--- config.mk ---
export PLATFORM = sky130hd
export DESIGN_NAME = mem_access_unit
export DESIGN_NICKNAME = d
export VERILOG_FILES = /design/src/rtl/mem_access_pkg.sv /design/src/rtl/mem_be_gen.sv /design/src/rtl/mem_access_unit.sv
export SDC_FILE = /design/constraint.sdc
export NUM_CORES = 1
export LEC_CHECK = 0
export ABC_AREA = 1
export ABC_CLOCK_PERIOD_IN_PS = 1400
export BUFFER_PORTS_ARGS = -buffer_cell sky130_fd_sc_hd__buf_2
export CORE_ASPECT_RATIO = 0.75
export CORE_UTILIZATION = 41
export DETAILED_ROUTE_END_ITERATION = 8
export PLACE_DENSITY = 0.78
export SYNTH_ARGS = -nofsm -noshare
export SYNTH_HDL_FRONTEND = slang
export SYNTH_HIERARCHICAL = 1
export SYNTH_SLANG_ARGS = --single-unit
--- constraint.sdc ---
create_clock -name clk -period 1.4 [get_ports clk]
set_input_delay 0.14 -clock clk [delete_from_list [all_inputs] [get_ports clk]]
set_output_delay 0.14 -clock clk [all_outputs]
set_load 0.005 [all_outputs]
--- src/rtl/mem_access_pkg.sv ---
// mem_access_pkg: shared types, funct3 width codes and the byte-enable helper
// used by the memory access sequencer and its byte-enable generator.
package mem_access_pkg;

    typedef enum logic [1:0] {
        IDLE,
        ACCESS,
        RESP
    } mau_state_t;

    typedef enum logic [1:0] {
        SZ_B,
        SZ_H,
        SZ_W
    } mau_size_t;

    localparam logic [2:0] F3_B  = 3'b000;
    localparam logic [2:0] F3_H  = 3'b001;
    localparam logic [2:0] F3_W  = 3'b010;
    localparam logic [2:0] F3_BU = 3'b100;
    localparam logic [2:0] F3_HU = 3'b101;

    // Unsigned widths exist only for loads; any other code is word width.
    function automatic mau_size_t size_for(
        input logic [2:0] funct3,
        input logic       is_write
    );
        mau_size_t sz;
        sz = SZ_W;
        if (funct3 == F3_B || (!is_write && funct3 == F3_BU))
            sz = SZ_B;
        else if (funct3 == F3_H || (!is_write && funct3 == F3_HU))
            sz = SZ_H;
        return sz;
    endfunction

    // Reads always fetch the whole word; stores touch only their lanes.
    function automatic logic [3:0] be_for(
        input logic [2:0] funct3,
        input logic [1:0] offset,
        input logic       is_write
    );
        logic [3:0] be;
        be = 4'b1111;
        if (is_write) begin
            unique case (size_for(funct3, is_write))
                SZ_B:    be = 4'b0001 << offset;
                SZ_H:    be = 4'b0011 << offset;
                default: be = 4'b1111;
            endcase
        end
        return be;
    endfunction

endpackage

--- src/rtl/mem_be_gen.sv ---
// mem_be_gen: combinational byte-enable and alignment check.
// Ports: funct3/offset/is_write in; byte_enable, misaligned out.
module mem_be_gen
    import mem_access_pkg::*;
(
    input  logic [2:0] funct3,
    input  logic [1:0] offset,
    input  logic       is_write,
    output logic [3:0] byte_enable,
    output logic       misaligned
);

    mau_size_t size;

    always_comb begin
        size        = size_for(funct3, is_write);
        byte_enable = be_for(funct3, offset, is_write);
        misaligned  = 1'b0;
        unique case (size)
            SZ_B:    misaligned = 1'b0;
            SZ_H:    misaligned = offset[0];
            default: misaligned = |offset;
        endcase
    end

endmodule

--- src/rtl/mem_access_unit.sv ---
// mem_access_unit: single-port memory access sequencer with watchdog.
// Ports: req_* from datapath, mem_* handshake, rdata_out/busy/done/errors to control.
module mem_access_unit
    import mem_access_pkg::*;
#(
    parameter int TIMEOUT_CYCLES = 255
) (
    input  logic        clk,
    input  logic        rst,
    input  logic        req_read,
    input  logic        req_write,
    input  logic [2:0]  req_funct3,
    input  logic [31:0] req_address,
    input  logic [1:0]  req_offset,
    input  logic [31:0] req_wdata,
    output logic        mem_read,
    output logic        mem_write,
    output logic [3:0]  mem_byte_enable,
    output logic [31:0] mem_address,
    output logic [31:0] mem_wdata,
    input  logic        mem_resp,
    input  logic [31:0] mem_rdata,
    output logic [31:0] rdata_out,
    output logic        busy,
    output logic        done,
    output logic        misaligned_err,
    output logic        timeout_err,
    output logic        req_err
);

    localparam int WD_W = $clog2(TIMEOUT_CYCLES + 1);
    localparam logic [WD_W-1:0] WD_LAST = WD_W'(TIMEOUT_CYCLES - 1);
    localparam logic [WD_W-1:0] WD_MAX  = '1;

    mau_state_t      state;
    logic [WD_W-1:0] wd_cnt;
    logic [3:0]      be_next;
    logic            mis_next;

    mem_be_gen u_be_gen (
        .funct3      (req_funct3),
        .offset      (req_offset),
        .is_write    (req_write),
        .byte_enable (be_next),
        .misaligned  (mis_next)
    );

    assign busy = (state == ACCESS);

    always_ff @(posedge clk) begin
        if (rst) begin
            state           <= IDLE;
            wd_cnt          <= '0;
            mem_read        <= 1'b0;
            mem_write       <= 1'b0;
            mem_byte_enable <= '0;
            mem_address     <= '0;
            mem_wdata       <= '0;
            rdata_out       <= '0;
            done            <= 1'b0;
            misaligned_err  <= 1'b0;
            timeout_err     <= 1'b0;
            req_err         <= 1'b0;
        end else begin
            done           <= 1'b0;
            misaligned_err <= 1'b0;
            timeout_err    <= 1'b0;
            req_err        <= 1'b0;
            unique case (state)
                IDLE: begin
                    if (req_read && req_write) begin
                        state   <= RESP;
                        done    <= 1'b1;
                        req_err <= 1'b1;
                    end else if (req_read || req_write) begin
                        if (mis_next) begin
                            state          <= RESP;
                            done           <= 1'b1;
                            misaligned_err <= 1'b1;
                        end else begin
                            state           <= ACCESS;
                            wd_cnt          <= '0;
                            mem_read        <= req_read;
                            mem_write       <= req_write;
                            mem_byte_enable <= be_next;
                            mem_address     <= req_address & ~32'h3;
                            mem_wdata       <= req_wdata;
                        end
                    end
                end
                ACCESS: begin
                    // A response in the final watchdog cycle still wins.
                    if (mem_resp) begin
                        if (mem_read)
                            rdata_out <= mem_rdata;
                        mem_read  <= 1'b0;
                        mem_write <= 1'b0;
                        state     <= RESP;
                        done      <= 1'b1;
                    end else if (wd_cnt == WD_LAST) begin
                        mem_read    <= 1'b0;
                        mem_write   <= 1'b0;
                        state       <= RESP;
                        done        <= 1'b1;
                        timeout_err <= 1'b1;
                    end else if (wd_cnt != WD_MAX) begin
                        wd_cnt <= wd_cnt + WD_W'(1);
                    end
                end
                RESP: state <= IDLE;
                default: state <= IDLE;
            endcase
        end
    end

endmodule

==> results of run 1 <==
-- final timing paths --
| kind | slack [ps] | from | endpoint | cells past startpoint |
|---|---|---|---|---|
| worst max register to register | 60 | state[0] | mem_address[30] | 6 |
| worst max-delay path | 50 | state[1] | busy | 5 |
| worst min register to register | 480 | rdata_out[14] | rdata_out[14] | 2 |
| worst min-delay path | 1 | mem_rdata[25] | rdata_out[25] | 3 |
-- cell type report --
cell class                 instances  area [um^2]  area share (%)
sequential                       114         2290            31.2
timing repair buffer             333         2290            31.2
multi-input combinational        415         1880            25.5
clock buffer                      19          443            6.02
clock inverter                    13          185            2.52
tap                              136          170            2.31
inverter                          23         93.8            1.28
antenna                            1         2.50          0.0340
-- power by group --
group / switching [uW] / internal [uW]
sequential: 124 / 3490
clock: 1520 / 3020
combinational: 725 / 747
-- layout by cell type, fill, tap and decap left out, types with 2 or more instances in the layout --
master / n
sky130_fd_sc_hd__buf_12: 6
sky130_fd_sc_hd__bufinv_16: 4
sky130_fd_sc_hd__nand2_2: 5
sky130_fd_sc_hd__clkinv_2: 3
sky130_fd_sc_hd__buf_6: 3
sky130_fd_sc_hd__dlygate4sd3_1: 84
sky130_fd_sc_hd__nor2_2: 10
sky130_fd_sc_hd__nand3_2: 2
sky130_fd_sc_hd__nand2_1: 50
sky130_fd_sc_hd__dfxtp_4: 2
sky130_fd_sc_hd__ha_1: 2
sky130_fd_sc_hd__inv_4: 3
sky130_fd_sc_hd__clkinvlp_4: 2
sky130_fd_sc_hd__inv_1: 16
sky130_fd_sc_hd__o21ai_1: 7
sky130_fd_sc_hd__nand3_1: 11
sky130_fd_sc_hd__nand4_1: 3
sky130_fd_sc_hd__clkinv_4: 4
sky130_fd_sc_hd__nand3_4: 2
sky130_fd_sc_hd__clkbuf_16: 18
sky130_fd_sc_hd__conb_1: 2
sky130_fd_sc_hd__nor2_1: 209
sky130_fd_sc_hd__o21ai_0: 94
sky130_fd_sc_hd__a21oi_1: 7
sky130_fd_sc_hd__dfxtp_2: 4
sky130_fd_sc_hd__a21oi_2: 2
sky130_fd_sc_hd__buf_2: 208
sky130_fd_sc_hd__dfxtp_1: 108
sky130_fd_sc_hd__inv_2: 4
sky130_fd_sc_hd__buf_4: 31
-- worst min-delay path: stages --
cell	delay [ps]
sky130_fd_sc_hd__buf_2	70
sky130_fd_sc_hd__o21ai_0	70
sky130_fd_sc_hd__nor2_1	80
-- cell families (layout without fill, tap and decap cells) --
kind of cell	Yosys count	count (layout)	synth area share [%]
simple gates	297	298	27.3
buf+inv	57	388	6.19
fa+ha+maj	2	2	0.576
compound gates	113	113	13.3
other cells	1	3	0.0863
flops	114	114	52.5
-- registers in the layout, indices dropped and copies added (netlist names) --
signal / flops
req_err: 1
mem_byte_enable: 4
mem_write: 1
mem_wdata: 32
mem_read: 1
misaligned_err: 1
done: 1
state: 2
wd_cnt: 8
mem_address: 30
timeout_err: 1
rdata_out: 32
-- repair_timing --
item	4_1_cts	5_1_grt
gates resized for setup	7	36
hold buffers	84	0
hold endpoints to repair	84	0
endpoints found under the setup margin	3	83
pin swaps	1	4
cloned	0	2
buffers inserted	0	3
-- metal layers --
metal / wire length, um / share of wire (%) / track usage [%]
met1: 5950 / 41 / 29.8
met2: 6690 / 47 / 39.5
met3: 1180 / 8.2 / 9.11
met4: 559 / 3.9 / 14.9
met5: 0 / 0 / 0
-- through the flow --
step	TNS (ps)	power [uW]
floorplan	0	4210
global placement	-8120	4790
detailed placement	-11470	4800
CTS	0	9540
global route	-32.0	10000
finish	0	9630
==> results.md, run 1 <==
- Dividing the detail-routed wire length by the instance count gives 13.6 um.
- The die covers 11000 um^2.
- The worst clock skew on the final layout is 10.5 ps.
- The worst setup path is launched from a flop.
- The effective utilization at floorplan is a little over two fifths.
- The slowest cell on the critical path is sky130_fd_sc_hd__dfxtp_4.
- The synthesized design contains 114 register bits.
- In the finished design, the share of the clock period the worst path needs comes to 96.4%.
- After synthesis, the cell types taking the most area are sky130_fd_sc_hd__dfxtp_1 53%, sky130_fd_sc_hd__nor2_1 19%, sky130_fd_sc_hd__o21ai_0 11%.
- Cells fill 71.5% of the core in the end.
- The final weighted congestion in routability-driven placement is between 0.8 and 0.9.
- For this run, the number of Yosys warnings is 6.
- Global routing used 25.3% of the available tracks across all layers.
- Synthesis handed over a netlist of 584 instances.
- The number of nets with antenna violations after detailed routing is 0.
- Synthesis instantiated 26 different standard cells from the library.
- The total setup violations reported at the end of the flow is 0.
- The area share of the largest cell type after synthesis is 52.5%.
- The run finished with clean final reports.
- The count of TritonRoute iterations in the first routing pass is 5.
- In this design, the stage delay of the slowest critical-path cell is 370 ps.
- After routing the design area is 7360 um^2.
- The first-pass GRT wire length is 22000 um.
- The initial antenna violation count is 0.
- The async set or reset register ratio after synthesis is 0%.
- The pre-CTS setup slack is -207 ps.
- The number of global-route vias before repair is 4771.
- The data required time at the worst endpoint is 1260 ps.
- Cells with a size suffix above 1 make up 34.7% of the layout.
- From bottom edge to top edge, the die measures approximately 91 um.
- Power spread over the standard cell area amounts to 1310 nW/um^2.
- Walking the worst path, the cells encountered are inv_4 > nand2_4 > buf_4 > inv_4 > buf_2.
- Summed over all layers, the global routing overflow is 0.
- The largest net degree at the start of global routing is 49.
- Subtracting the final worst setup slack from the clock period gives about 1300 ps.
- The cell area after synthesis is 4340 um^2.
- Broken down by cell family, the worst path's largest delay share belongs to flip-flops.
- After detailed placement, the total cell area comes to ~5700 um^2.
- The most used flip-flop cell after synthesis is sky130_fd_sc_hd__dfxtp_1.
- The type of destination of the critical path is an output port.
- The signed area change from the synthesized netlist to the final layout is 69.4%.
- Summing the sequential cell areas from Yosys gives 52.5% of the chip area.
- The largest fanout on the critical path is 6.
- After the last flow step, the layout net total stands at 1012.
- For this run, design rule violations remaining after detail routing come to 0.
- The class of the worst hold path is input pin to flop.
- The deepest clock path buffer count is 2.
- The clock tree from TritonCTS is yes.
- The critical path class is flop to output port.
- The via count is 5023.
- The worst-skew pair later-pin latency is 410 ps.
- Detailed placement finished with a half-perimeter wire length of 8240 um.
- The highest clock frequency the design can meet is between 700 and 800 MHz.
- The floorplan step defined a core boundary enclosing 10300 um^2.
- The mean number of vias per cell is 4.77.
- The sink count of the clock tree is 114.
- The worst vdd rail ir drop is 0.000786 V.
- sky130_fd_sc_hd__dfxtp_1 takes more of the synthesized area than any other cell.
- After layout, the worst setup slack is roughly 50 ps.
- Counting both buffers and inverters, the worst setup path holds a total of 4.
- Wires add up to 14400 um.
- The final count of pins violating max slew came to 0.
- After synthesis, the mean cell area works out to 7.44 um^2.
- The signal arrival time at the worst endpoint is 1210 ps.
- The count of final hold-check violations is 0.
- The worst hold margin is about 1.4 ps.
- The root cell of the clock tree is sky130_fd_sc_hd__clkbuf_16.
- The H-tree generated during clock tree synthesis spans 4 levels.
- The most numerous cell type found on the critical path is sky130_fd_sc_hd__inv_4.
- In this run, CTS created clock tree buffers numbering 17.
- Once layout is complete, the cells apart from fillers number 1054.
- The most common cell in the synthesized netlist is sky130_fd_sc_hd__nor2_1.
- ~210 I/O pins were placed.
- Ranked by instance count, the synthesized netlist is headed by 220 x sky130_fd_sc_hd__nor2_1, 114 x sky130_fd_sc_hd__dfxtp_1, 94 x sky130_fd_sc_hd__o21ai_0.
- Max-cap violations in this run came to 0.
- The detailed router's first-iteration violation count is roughly 320.
- Port buffering added roughly 210 buffers.
- Counting the fill cells in the layout gives 745.
- For this design the static power due to leakage is approximately 0.0036 uW.
- The die is ~120 um wide.
- Clock-pin slew was measured on the worst setup and hold paths at 50 ps.
- Yosys mapped a number of flops with a built-in enable equal to 0.
- The total placed cells including tap cells is 932.
- The number of cell rows is 32.
Power figures use the tool's default switching activity.
==> run 2: changes to the inputs <==
PLACE_DENSITY = 0.86   (was 0.78)
==> run 2 against run 1 <==
Compared with the run above: the flow now finishes with violations (hold timing, setup timing); worst setup slack got worse by 140 ps; utilization rose by 2.4 points; critical path depth rose by 1; hold slack got worse by 5.4 ps; via count rose by 3.1%; clock-buffer cell count fell by 1; design area rose by 3.4%; sequential share of layout area fell by 1.0 points; clock power rose by 2%; critical path type is now flop to flop.
==> results.md, run 2 (synthesis results as in run 1) <==
- From synthesis to final layout, the design area changed by 75.1%.
- The final count of pins violating max slew is 0 (unchanged).
- The cell area reported after detailed placement is 5690 um^2 (-0.31%).
- The mean number of vias per cell came to 4.92 (+3.1%).
- The number of global-route vias before repair was 4892 (+2.5%).
- The maximum level of the CTS H-tree is 4 (unchanged).
- The fraction of final layout cells with drive strength greater than 1 is 38.2% (+3.6 points).
- The launching element type of the critical path is a flop.
- The count of final hold-check violations is 1 (+1).
- The worst clock skew on the final layout was 10.4 ps (-0.0911 ps).
- The overall power after layout came to 9930 uW (+3.1%).
- The data required time at the worst endpoint is 1740 ps (+480 ps).
- The count of TritonRoute iterations in the first routing pass was 5 (unchanged).
- The die extent in y is 91.1 um (unchanged).
- The number of cell rows is 32 (unchanged).
- The via count came to 5181 (+3.1%).
- Setup repair after global routing could not meet its margin everywhere.
- The TritonCTS buffer count is 17 (unchanged).
- The power per cell area is 1310 nW/um^2 (-0.24%).
- The total setup violations reported at the end of the flow was 20 (+20).
- The die width was 121 um (unchanged).
- The number of nets with antenna violations after detailed routing is 0 (unchanged).
- The first-pass GRT wire length is 22700 um (+2.9%).
- The sink count of the clock tree is 114 (unchanged).
- The worst hold margin is -4.00 ps (-5.44 ps).
- The final worst setup slack is -91.6 ps (-142 ps).
- The overall track demand over capacity in global routing is 26.0% (+0.72 points).
- The leftover overflow at the end of global routing is 0 (unchanged).
- The static leakage came to 0.00366 uW (+1.2%).
- In the layout the commonest cells are 208 x sky130_fd_sc_hd__buf_2, 179 x sky130_fd_sc_hd__nor2_1, 109 x sky130_fd_sc_hd__dfxtp_1.
- The post-route minimum period was 1490 ps (+142 ps).
- The class of the worst hold path is input pin to flop.
- The effective utilization at floorplan is 42.2% (unchanged).
- The largest net degree at the start of global routing was 57 (+16%).
- The top-level port count is 213 (unchanged).
- The signal arrival time at the worst endpoint was 1830 ps (+620 ps).
- The clock-pin slew on the worst setup and hold paths is 60 ps (about the same).
- The clock tree from TritonCTS is yes.
- The detailed router's first-iteration violation count was 305 (-5.6%).
- The root cell of the clock tree is sky130_fd_sc_hd__clkbuf_16.
- The worst setup path is captured at a flop.
- The placed wire-length estimate after detailed placement is 7930 um (-3.8%).
- The deepest clock path buffer count came to 2 (unchanged).
- The core region area is 10300 um^2 (unchanged).
- The final core area utilization was 73.9% (+2.4 points).
- The initial antenna violation count is 0 (unchanged).
- The count of input and output buffers is 208 (unchanged).
- The final net count is 1013 (+0.099%).
- The highest clock frequency the design can meet is 670 MHz (-9.5%).
- The max capacitance violation total is 0 (unchanged).
- The full die area was 11000 um^2 (unchanged).
- The largest fanout on the critical path is 12 (+6).
- Leaving out fill and tap cells, the most frequent cell in the layout is sky130_fd_sc_hd__buf_2.
- The total routed wirelength came to 15900 um (+10%).
- The remaining routing DRC violations is 0 (unchanged).
- The run finished, with violations left.
- The worst vdd rail ir drop is 0.000893 V (+14%).
- The number of inserted diodes was 0 (-1).
- The largest registers in the layout are mem_wdata x32, rdata_out x32, mem_address x30.
- The worst-skew pair later-pin latency is 410 ps (about the same).
- The average wire per standard cell is 15.0 um (+10%).
- The part of the cycle the worst path needs came to 107% (+10 points).
- The final standard cell area without fillers is 7610 um^2 (+3.4%).
- The final weighted congestion in routability-driven placement came to 0.870 (+0.68%).
- The final reports fail on hold timing, setup timing.
- The critical path class is flop to flop.
==> run 2: cell types whose count changed in the layout (fill, tap and decap cells not counted), sizes merged <==
| cell | change |
|---|---|
| buf | -6 |
| diode | -1 |
| inv | +3 |
| dlygate4sd3 | +4 |
| clkinvlp | -1 |
| clkbuf | +2 |
| clkinv | -1 |
==> run 2: routing by layer <==
metal | up-vias | share of wire (%) | global-route usage (%) | wire length, um
li1 | 2516 | - | - | -
met1 | 2377 | 39 | 29.3 | 6180
met2 | 242 | 50 | 44.1 | 7930
met4 | 0 | 3.2 | 13.0 | 514
met3 | 46 | 7.7 | 8.48 | 1230
met5 | - | 0 | 0 | 0
==> run 2: layout make-up <==
class | instances | area (um^2)
fillers | 734 | 2680
repair buffers | 334 | 2410
flip-flops and latches | 114 | 2290
multi-input cells | 415 | 1990
clock buffers | 18 | 439
clock inverters | 14 | 203
well taps | 136 | 170
inverters | 23 | 93.8
==> run 2: timing repair <==
item | in CTS | in global routing
setup endpoints to repair | 12 | 98
hold buffers | 88 | 0
pin swaps | 1 | 10
buffers inserted | 1 | 2
cloned | 0 | 8
resized for setup | 4 | 79
hold endpoints to repair | 88 | 0
==> run 2: worst paths after layout <==
path | startpoint | to | slack (ps) | cells past startpoint
worst max-delay path | state[1] | mem_address[4] | -90 | 6
worst min-delay path | mem_rdata[25] | rdata_out[25] | -4 | 3
worst max register to register | state[1] | mem_address[4] | -90 | 6
worst min register to register | mem_write | mem_write | 470 | 2
==> run 2: critical path: stages (launching register included) <==
cell and delay (ps):
sky130_fd_sc_hd__dfxtp_4 360, sky130_fd_sc_hd__nor4_4 350, sky130_fd_sc_hd__buf_12 180, sky130_fd_sc_hd__buf_12 110, sky130_fd_sc_hd__buf_6 150, sky130_fd_sc_hd__o21ai_0 120, sky130_fd_sc_hd__nor2_1 130
==> run 2: per-stage QoR <==
stage	std cells	setup slack, ps	setup TNS, ps
after floorplan	585	36.8	0
after global placement	923	-144	-8380
after detailed placement	923	-201	-11380
after CTS	1044	13.2	0
after global routing	1054	-129	-3250
final	1054	-91.6	-332
==> run 2: power breakdown <==
group | internal [uW] | switching (uW) | total [uW]
Combinational | 825 | 827 | 1650
Sequential | 3480 | 133 | 3620
Clock | 3050 | 1610 | 4660
Total | 7360 | 2570 | 9930
